File: src/rtl/ftof_rr_sched.sv
// Round-robin scheduler that shares one combinational int16->float32 converter between NUM_CH channels.
// Optional per-channel transfer counters and a converter-valid error flag are enabled by FTOF_SCHED_STATS_EN.
module ftof_rr_sched #(
    parameter int NUM_CH = 4,
    parameter int DATA_W = 16,
    parameter int OUT_W  = 32,
    parameter int BURST  = 1,
    localparam int CH_W  = $clog2(NUM_CH)
) (
    input  logic                     clk,
    input  logic                     rst_n,
    input  logic                     en,
    input  logic [NUM_CH-1:0]        req_valid,
    input  logic [NUM_CH*DATA_W-1:0] req_data,
    output logic [NUM_CH-1:0]        req_ready,
    output logic [DATA_W-1:0]        cvt_data_in,
    output logic                     cvt_valid_in,
    input  logic [OUT_W-1:0]         cvt_data_out,
    input  logic                     cvt_valid_out,
    output logic                     out_valid,
    output logic [OUT_W-1:0]         out_data,
    output logic [CH_W-1:0]          out_ch,
    input  logic                     out_ready,
    output logic                     idle
`ifdef FTOF_SCHED_STATS_EN
    ,
    output logic [NUM_CH*16-1:0]     stat_cnt,
    output logic                     err_cvt
`endif
);

    typedef enum logic [1:0] {S_IDLE, S_RUN, S_DRAIN} state_t;

    localparam logic [7:0] BURST_MAX = 8'(BURST);

    state_t          state_reg, state_next;
    logic            run;
    logic            slot_free;
    logic            burst_hold;
    logic            grant_ok;
    logic [CH_W-1:0] grant;
    logic [CH_W-1:0] last_grant_reg;
    logic [7:0]      burst_cnt_reg;

    assign slot_free = !out_valid || out_ready;

    always_ff @(posedge clk or negedge rst_n) begin
        if (!rst_n) state_reg <= S_IDLE;
        else        state_reg <= state_next;
    end

    always_comb begin
        state_next = state_reg;
        case (state_reg)
            S_IDLE:  if (en) state_next = S_RUN;
            S_RUN:   if (!en) state_next = S_DRAIN;
            S_DRAIN: begin
                if (en)             state_next = S_RUN;
                else if (slot_free) state_next = S_IDLE;
            end
            default: state_next = S_IDLE;
        endcase
    end

    always_comb begin
        run  = (state_reg == S_RUN);
        idle = (state_reg == S_IDLE) && !out_valid;
    end

    // The burst owner keeps the grant only while it still asks and has beats left.
    assign burst_hold = (burst_cnt_reg != 8'd0) && (burst_cnt_reg < BURST_MAX)
                        && req_valid[last_grant_reg];

    // Walk from the farthest candidate to the nearest so the nearest valid one wins.
    always_comb begin
        int cand;
        cand     = 0;
        grant    = last_grant_reg;
        grant_ok = 1'b0;
        if (run && slot_free) begin
            if (burst_hold) begin
                grant_ok = 1'b1;
            end else begin
                for (int k = NUM_CH; k >= 1; k--) begin
                    cand = int'(last_grant_reg) + k;
                    if (cand >= NUM_CH) cand = cand - NUM_CH;
                    if (req_valid[cand]) begin
                        grant    = CH_W'(cand);
                        grant_ok = 1'b1;
                    end
                end
            end
        end
    end

    generate
        for (genvar gi = 0; gi < NUM_CH; gi++) begin : g_ready
            assign req_ready[gi] = grant_ok && (grant == CH_W'(gi));
        end
    endgenerate

    assign cvt_valid_in = grant_ok;
    assign cvt_data_in  = grant_ok ? req_data[grant*DATA_W +: DATA_W] : '0;

    always_ff @(posedge clk or negedge rst_n) begin
        if (!rst_n) begin
            out_valid      <= 1'b0;
            out_data       <= '0;
            out_ch         <= '0;
            last_grant_reg <= CH_W'(NUM_CH - 1);
            burst_cnt_reg  <= 8'd0;
        end else if (grant_ok) begin
            out_valid      <= 1'b1;
            out_data       <= cvt_data_out;
            out_ch         <= grant;
            last_grant_reg <= grant;
            burst_cnt_reg  <= (grant == last_grant_reg && burst_cnt_reg < BURST_MAX)
                              ? burst_cnt_reg + 8'd1 : 8'd1;
        end else if (out_ready) begin
            out_valid <= 1'b0;
        end
    end

`ifdef FTOF_SCHED_STATS_EN
    logic [15:0] stat_reg [NUM_CH];
    logic        err_cvt_reg;

    generate
        for (genvar gi = 0; gi < NUM_CH; gi++) begin : g_stat
            always_ff @(posedge clk or negedge rst_n) begin
                if (!rst_n)
                    stat_reg[gi] <= 16'h0000;
                else if (req_ready[gi] && req_valid[gi] && stat_reg[gi] != 16'hFFFF)
                    stat_reg[gi] <= stat_reg[gi] + 16'h0001;
            end
            assign stat_cnt[gi*16 +: 16] = stat_reg[gi];
        end
    endgenerate

    always_ff @(posedge clk or negedge rst_n) begin
        if (!rst_n)                          err_cvt_reg <= 1'b0;
        else if (cvt_valid_in && !cvt_valid_out) err_cvt_reg <= 1'b1;
    end
    assign err_cvt = err_cvt_reg;
`else
    // The converter is combinational, so its valid strobe carries no information here.
    logic cvt_valid_unused;
    assign cvt_valid_unused = cvt_valid_out;
`endif

endmodule

File: config.mk
export PLATFORM = sky130hd
export DESIGN_NAME = ftof_rr_sched
export DESIGN_NICKNAME = d
export VERILOG_FILES = /design/src/rtl/ftof_rr_sched.sv
export SDC_FILE = /design/constraint.sdc
export NUM_CORES = 1
export LEC_CHECK = 0
export BUFFER_PORTS_ARGS = -buffer_cell sky130_fd_sc_hd__buf_2
export CAP_MARGIN = 15
export CORE_UTILIZATION = 51
export DETAILED_ROUTE_END_ITERATION = 10
export PLACE_DENSITY_LB_ADDON = 0.12
export SLEW_MARGIN = 20
export SYNTH_ARGS = -nofsm -noshare
export SYNTH_HDL_FRONTEND = slang
export SYNTH_SLANG_ARGS = --single-unit
File: constraint.sdc
create_clock -name clk -period 4.8 [get_ports clk]
set_input_delay 0 -clock clk [delete_from_list [all_inputs] [get_ports clk]]
set_output_delay 0 -clock clk [all_outputs]
set_load 0.1 [all_outputs]
==> results.md, run 1 <==
- Top cells by area, synth: dfrtp_1 28%, nand2_1 11%, nand4_1 8.7%, and2_1 6.3%, mux2_2 5.4%
- Vias per cell: 5.77
- # DRC: 0
- Post-DP HPWL: 6.38 mm
- Clock Sinks: 39
- Area Overhead vs Synth: 35.9%
- Final ANT Viol Nets: 0
- Worst path slowest cell: dfstp_2
- Post-DR wirelength/cell: 15.9 µm
- Grt total ovfl: 0
- I/O Pins: 162
- Largest net degree at the start of global routing: 43
- Top cell type's share of synthesized area: 27.6%
- Starting Density: 52.9%
- Fin. Hold Viols: 0
- Die area: 6920 µm²
- Critical path class: reg -> out
- Pleak: 0.00227 µW
- Setup WS pre-CTS: 1.43 ns
- Clk buf depth: 2
- Register area: 978 µm²
- Final Worst Setup Slack: 1.14 ns
- Core area: 6350 µm²
- Crit-path max cell delay: 0.93 ns
- Int Pwr: 928 µW
- Diode count: 0
- Critical path arrival: 3.66 ns
- Largest family of logic cells by synthesized area: simple AND/OR/NAND/NOR gates
- Sequential fraction of the synthesis area: 29.1%
- Layout net count: 708
- Worst VDD drop: 0.000539 V
- Setup TNS: 0 ns
- Global Route Usage Sum: 30.4%
- Max FFs per register: 32
- Post-synthesis mux area share: 10.1%
- Seq cells post-synth: 39
- PwrDens: 559 nW/µm²
- First-pass GRT wire length: 17.4 mm
- Hold crit path type: in -> reg
- Fin area: 4570 µm²
- Chip width: 83.2 µm
- Buf/Inv on CP: 2
- CTS tree: yes
- Post-Synthesis Net Count: 546
- H-tree levels: 2
- XOR/XNOR share of the synthesized area: 0%
- Share of layout cells above drive strength 1: 34.9%
- Filler cells: 495
- Total routed wirelength: 10.8 mm
- Cell Chain, Critical Path: nor3b_1 -> o21ai_1 -> o2111ai_2 -> a21oi_1 -> inv_1 -> nor3_1 -> buf_2
- Max cap viols: 0
- Req. time, crit path: 4.80 ns
- Vias in the first global route: 3682
- Multi-input gate area: 2200 µm²
- Initial antenna violation count: 0
- Post-synth ARST share: 100%
- Worst-Skew Late Latency: 0.29 ns
- Worst-Margin Slew: 1.11 ns
- Design Power: 2550 µW
- Final worst-path cycle share: 76.4%
- Flop pwr share: 19.7%
- Leading area contributor after synthesis: dfrtp_1
- Final setup fails: 0
- Area share of and/or/nand/nor cells after synthesis: 38.9%
- Slew Limit Fails: 0
- Critical path's top delay family: compound AO/OA/AOI/OAI gates
- Clock transition at the registers of the reported paths: 0.07 ns
- Num rows: 29
- Mapped Avg Cell Area: 7.62 µm²
- Root Driver: clkbuf_8
- Post-Route Skew: 0.00523 ns
- Detailed router's first-iteration violation count: 220
- Post-Synth Adder-Cell Area: 0%
- Combinational share of power: 72.1%
- CP Max Fanout: 42
- GPL Wtd Cong: 0.853
- Post-CTS sizing: 0
- Slew margin rel.: 25.9%
- Port buffer count: 160
- Commonest cells after routing, fill and taps aside: 160 x buf_2, 102 x nand2_1, 47 x nand4_1
- DP Area: 4130 µm²
- DR pass1 iterations: 5
- Switching power of the nets: 1630 µW
- Min cycle time layout: 3.66 ns
- Cells after Synth: 441
- Area of the mapped netlist: 3360 µm²
- Cell variety after synth: 42
- Startpoint types: register
- Post-synthesis compound-gate area fraction: 15.4%
- TritonCTS Buffers: 5
- Status: finished, final reports clean
- Top_reg_cell synth: dfrtp_1
- Switching Share: 63.7%
- Max Fclk: 273 MHz
- DIE HEIGHT: 83.2 µm
- Warnings from Yosys: 0
- Most common cell after layout, fill and taps aside: buf_2
- Crit. End Element: primary output
- Via count: 3929
- Unrepaired setup endpoints after global routing: no
- EDFF count, synth: 0
- Clock power frac: 8.3%
- Top reg by flops: out_data
-- synthesized netlist by cell type (4+ instances only) --
cell type,instances
a21boi_0,18
a22oi_1,7
a22oi_2,9
and2_1,34
and3_1,17
buf_2,10
clkbuf_1,31
dfrtp_1,37
mux2_2,16
mux2i_1,16
nand2_1,102
nand2b_1,4
nand3_1,31
nand4_1,47
nor2_1,5
nor3_1,5
o21ai_0,18
-- logic make-up after synthesis --
family,after synthesis
AND/OR/NAND/NOR,255
AO/OA/AOI/OAI,66
buffers and inverters,49
flip-flops,39
multiplexers,32
-- layer usage --
layer / track usage (%) / part of all wire (%) / up-vias
met5: 0 / 0 / -
met4: 11.9 / 1.5 / 0
met3: 6.46 / 8.1 / 16
met2: 50.1 / 49 / 175
met1: 39.0 / 41 / 1846
li1: - / - / 1892
-- what timing repair did --
item,in CTS,in global routing
hold buffers,34,0
buffers inserted,0,0
endpoints found under the hold margin,71,0
endpoints found under the setup margin,0,0
-- stage by stage --
step           hold slack, ns  utilization (%)  cells
5_1_grt                 0.180             71.9    681
6_report                0.140             71.9    681
3_3_place_gp            0.147             65.1    638
3_5_place_dp            0.152             65.1    638
4_1_cts                 0.137             71.7    680
2_1_floorplan          -0.296                -    441
-- worst paths after layout --
check	from	to	slack, ns	cells after the start
worst min-delay path	req_valid[0]	last_grant_reg[1]$_DFFE_PN1P_	0.14	4
worst max-delay path	last_grant_reg[0]$_DFFE_PN1P_	req_ready[2]	1.14	7
worst min register to register	out_data[26]$_DFFE_PN0P_	out_data[26]$_DFFE_PN0P_	0.47	2
worst max register to register	last_grant_reg[0]$_DFFE_PN1P_	out_ch[0]$_DFFE_PN0P_	1.95	5
min in group asynchronous	rst_n	out_data[21]$_DFFE_PN0P_	0.35	2
max in group asynchronous	rst_n	out_data[6]$_DFFE_PN0P_	3.92	2
-- tightest hold or removal path: stages --
cell	delay, ns
buf_2	0.14
nor2_1	0.11
o31ai_1	0.08
o41ai_1	0.07
-- layout make-up --
cell class / count / share of cell area (%)
flip-flops and latches: 39 / 21.4
clock buffers: 7 / 1.67
repair buffers: 201 / 26.2
clock inverters: 1 / 0.110
multi-input cells: 353 / 48.2
inverters: 3 / 0.301
well taps: 77 / 2.11
-- power groups by stage --
stage                     Combinational, µW  Sequential (µW)  Clock [µW]
after floorplan                        1040              951           0
final                                  1840              502         211
after CTS                              1830              499         216
after global routing                   1930              519         229
after detailed placement               1800              501           0
after global placement                 1780              498           0
No activity file was read; power rests on OpenSTA's default activity.
==> run 2, diff against run 1 <==
--- a/config.mk
+++ b/config.mk
@@ -5,9 +5,10 @@
 export SDC_FILE = /design/constraint.sdc
 export NUM_CORES = 1
 export LEC_CHECK = 0
+export ABC_AREA = 1
 export BUFFER_PORTS_ARGS = -buffer_cell sky130_fd_sc_hd__buf_2
 export CAP_MARGIN = 15
-export CORE_UTILIZATION = 51
+export CORE_UTILIZATION = 38
 export DETAILED_ROUTE_END_ITERATION = 10
 export PLACE_DENSITY_LB_ADDON = 0.12
 export SLEW_MARGIN = 20
==> constraint.sdc (replaced) <==
create_clock -name clk -period 3.1 [get_ports clk]
set_input_delay 0 -clock clk [delete_from_list [all_inputs] [get_ports clk]]
set_output_delay 0 -clock clk [all_outputs]
set_load 0.1 [all_outputs]
==> run 2 against run 1 <==
- via count down 21%
- first-iteration DRC count fell by 40%
- largest cell class is now non-clock buffers
- hold slack improved by 0.22 ns
- routed wire length is 23% lower
- combinational power is 68% higher
- sequential cell count unchanged
- clock power is 62% higher
- non-clock buffer count increased by 3
- synthesized cell count shrank 15%
==> results.md, run 2 <==
- DP Area: 3600 µm²
- EDFF count, synth: 0
- Clock transition at the registers of the reported paths: 0.08 ns
- Clock Sinks: 39
- Global Route Usage Sum: 24.4%
- Cell depth of the worst flop-to-flop path: 13
- H-tree levels: 2
- CP most frequent cell: nand2_1
- Most common cell after layout, fill and taps aside: nand2_1
- Starting Density: 40.5%
- Status: finished, final reports clean
- Worst-Skew Late Latency: 0.29 ns
- Fin. Hold Viols: 0
- Num rows: 28
- Initial antenna violation count: 0
- Core area: 6060 µm²
- Mapped Avg Cell Area: 6.54 µm²
- Commonest cells after routing, fill and taps aside: 210 x nand2_1, 140 x buf_2, 51 x nand3_1
- Port buffer count: 160
- Top cell type's share of synthesized area: 37.7%
- Top reg by flops: out_data
- Hold crit path type: in -> async
- Cell Chain, Critical Path: buf_4 -> nand3_1 -> nand2_1 -> nor2_1 -> nand2_2 -> nand2_4 -> nand2_4 -> nand2_4 -> nand2_2 -> buf_4 -> nand2_1 -> nand2_1 -> nand2_1 -> a21oi_2 -> buf_12
- Area Overhead vs Synth: 66.1%
- Internal reg-to-reg setup slack: 0.82 ns
- Critical path arrival: 2.79 ns
- CTS tree: yes
- Root Driver: clkbuf_8
- Fin area: 4080 µm²
- Register area: 978 µm²
- Cells after Synth: 376
- GPL Wtd Cong: 0.817
- Vias in the first global route: 2777
- Die area: 6790 µm²
- Warnings from Yosys: 0
- Multi-input gate area: 1360 µm²
- Filler cells: 536
- Seq cells post-synth: 39
- Leading area contributor after synthesis: dfrtp_1
- Diode count: 0
- Top cells by area, synth: dfrtp_1 38%, nand2_1 32%, nand3_1 10%, a21oi_1 2.9%, buf_4 2.4%
- Most numerous cell in the Yosys netlist: nand2_1
- Max cap viols: 0
- Crit path launch: last_grant_reg[0]$_DFFE_PN1P_
- Final setup fails: 0
- Area of the mapped netlist: 2460 µm²
- Unrepaired setup endpoints after global routing: no
- Placed cells: 590
- TritonCTS Buffers: 5
- Vias per cell: 4.88
- Detailed router's first-iteration violation count: 131
- Cell variety after synth: 23
- Reg2reg start: last_grant_reg[0]$_DFFE_PN1P_
- Post-synth ARST share: 100%
- Via count: 3113
- Post-DP HPWL: 5.58 mm
- I/O Pins: 162
- Crit path capture: cvt_data_in[6]
- Pleak: 0.00230 µW
- Worst-Margin Slew: 1.05 ns
- Slew Limit Fails: 0
- Reg2reg end: out_ch[0]$_DFFE_PN0P_
- Total routed wirelength: 8.29 mm
- Worst path slowest cell: dfstp_2
- Largest net degree at the start of global routing: 53
- Final worst-path cycle share: 89.9%
- Final ANT Viol Nets: 0
- Grt total ovfl: 0
- PwrDens: 1020 nW/µm²
- CP Max Fanout: 33
- Non-Filler Instances: 638
- First-pass GRT wire length: 12.5 mm
- Max Fclk: 359 MHz
- Post-DR wirelength/cell: 13.0 µm
- Slew margin rel.: 30.0%
- Layout net count: 667
- Crit-path max cell delay: 0.64 ns
- # DRC: 0
- Sequential fraction of the synthesis area: 39.8%
- Startpoint types: register
- Post-Route Skew: 0.0107 ns
- Post-Synthesis Net Count: 481
- Critical path class: reg -> out
- Share of layout cells above drive strength 1: 37.1%
- Top_reg_cell synth: dfrtp_1
- Crit. End Element: primary output
- Req. time, crit path: 3.10 ns
- DIE HEIGHT: 82.4 µm
- Chip width: 82.4 µm
- Max FFs per register: 32
- DR pass1 iterations: 4
- Min cycle time layout: 2.79 ns
- Clk buf depth: 2
- Worst VDD drop: 0.000630 V
- Post-synth top cells: 211 x nand2_1, 51 x nand3_1, 37 x dfrtp_1, 14 x a21oi_1
[run 2: cell types whose count changed after synthesis, moves of 7 or more]
cell	change
nand2_1	+109
nand4_1	-46
and2_1	-34
clkbuf_1	-26
nand3_1	+20
a21boi_0	-18
o21ai_0	-18
and3_1	-17
mux2_2	-16
mux2i_1	-16
a21oi_1	+12
a22oi_2	-9
a22oi_1	-7
buf_4	+7
[run 2: power by group]
| group | switching [µW] | leakage [µW] | total, µW | internal (µW) |
|---|---|---|---|---|
| sequential | 86.5 | 0.000479 | 724 | 637 |
| combinational | 2300 | 0.00178 | 3100 | 800 |
| clock | 184 | 0.0000412 | 342 | 157 |
| total | 2570 | 0.00230 | 4170 | 1600 |
[run 2: worst max-delay path: cells and delay by family (launching register included)]
family	cells	cell delay, ns
and+or+nand+nor	11	1.05
DFF	1	0.64
buffers and inverters	3	0.62
AOI/OAI and AO/OA	1	0.18
[run 2: kinds of logic after synthesis]
group	synth area share [%]
simple gates	47.9
flops	39.8
buf+inv	7.38
compound gates	4.89
[run 2: stage by stage]
| step | util [%] | TNS [ns] | hold slack [ns] | total power, µW | setup WS [ns] |
|---|---|---|---|---|---|
| global route | 67.3 | 0 | 0.434 | 4410 | 0.0880 |
| floorplan | - | -0.0279 | -0.296 | 3090 | -0.0140 |
| global placement | 59.3 | 0 | 0.158 | 3720 | 0.542 |
| finish | 67.3 | 0 | 0.362 | 4170 | 0.312 |
| CTS | 66.7 | 0 | 0.372 | 4120 | 0.159 |
| detailed placement | 59.3 | 0 | 0.158 | 3740 | 0.495 |
[run 2: layer usage]
layer  GRT usage [%]  part of all wire (%)  up-vias
li1                -                     -     1551
met1            28.0                    40     1416
met2            43.4                    49      132
met3            6.92                   8.9       14
met4            8.07                   2.0        0
met5               0                     0        -
[run 2: final cells by class]
type / instances / area share [%]
Inverter: 10 / 1.04
Timing Repair Buffer: 204 / 37.3
Sequential cell: 39 / 24.0
Tap cell: 75 / 2.30
Clock buffer: 6 / 1.78
Clock inverter: 2 / 0.307
Multi-Input combinational cell: 302 / 33.3
[run 2: worst min path at each step]
stage	to	slack (ns)	cells past startpoint
2_1_floorplan	out_ch[0]$_DFFE_PN0P_	-0.30	0
3_3_place_gp	out_data[10]$_DFFE_PN0P_	0.16	1
3_5_place_dp	out_data[11]$_DFFE_PN0P_	0.16	1
4_1_cts	out_data[14]$_DFFE_PN0P_	0.37	2
5_1_grt	out_data[0]$_DFFE_PN0P_	0.43	2
6_report	out_data[10]$_DFFE_PN0P_	0.36	2
[run 2: repair_timing]
| item | 4_1_cts | 5_1_grt |
|---|---|---|
| buffers inserted | 0 | 4 |
| resized for setup | 0 | 2 |
| endpoints found under the setup margin | 0 | 13 |
| hold buffers | 36 | 0 |
| endpoints found under the hold margin | 72 | 0 |
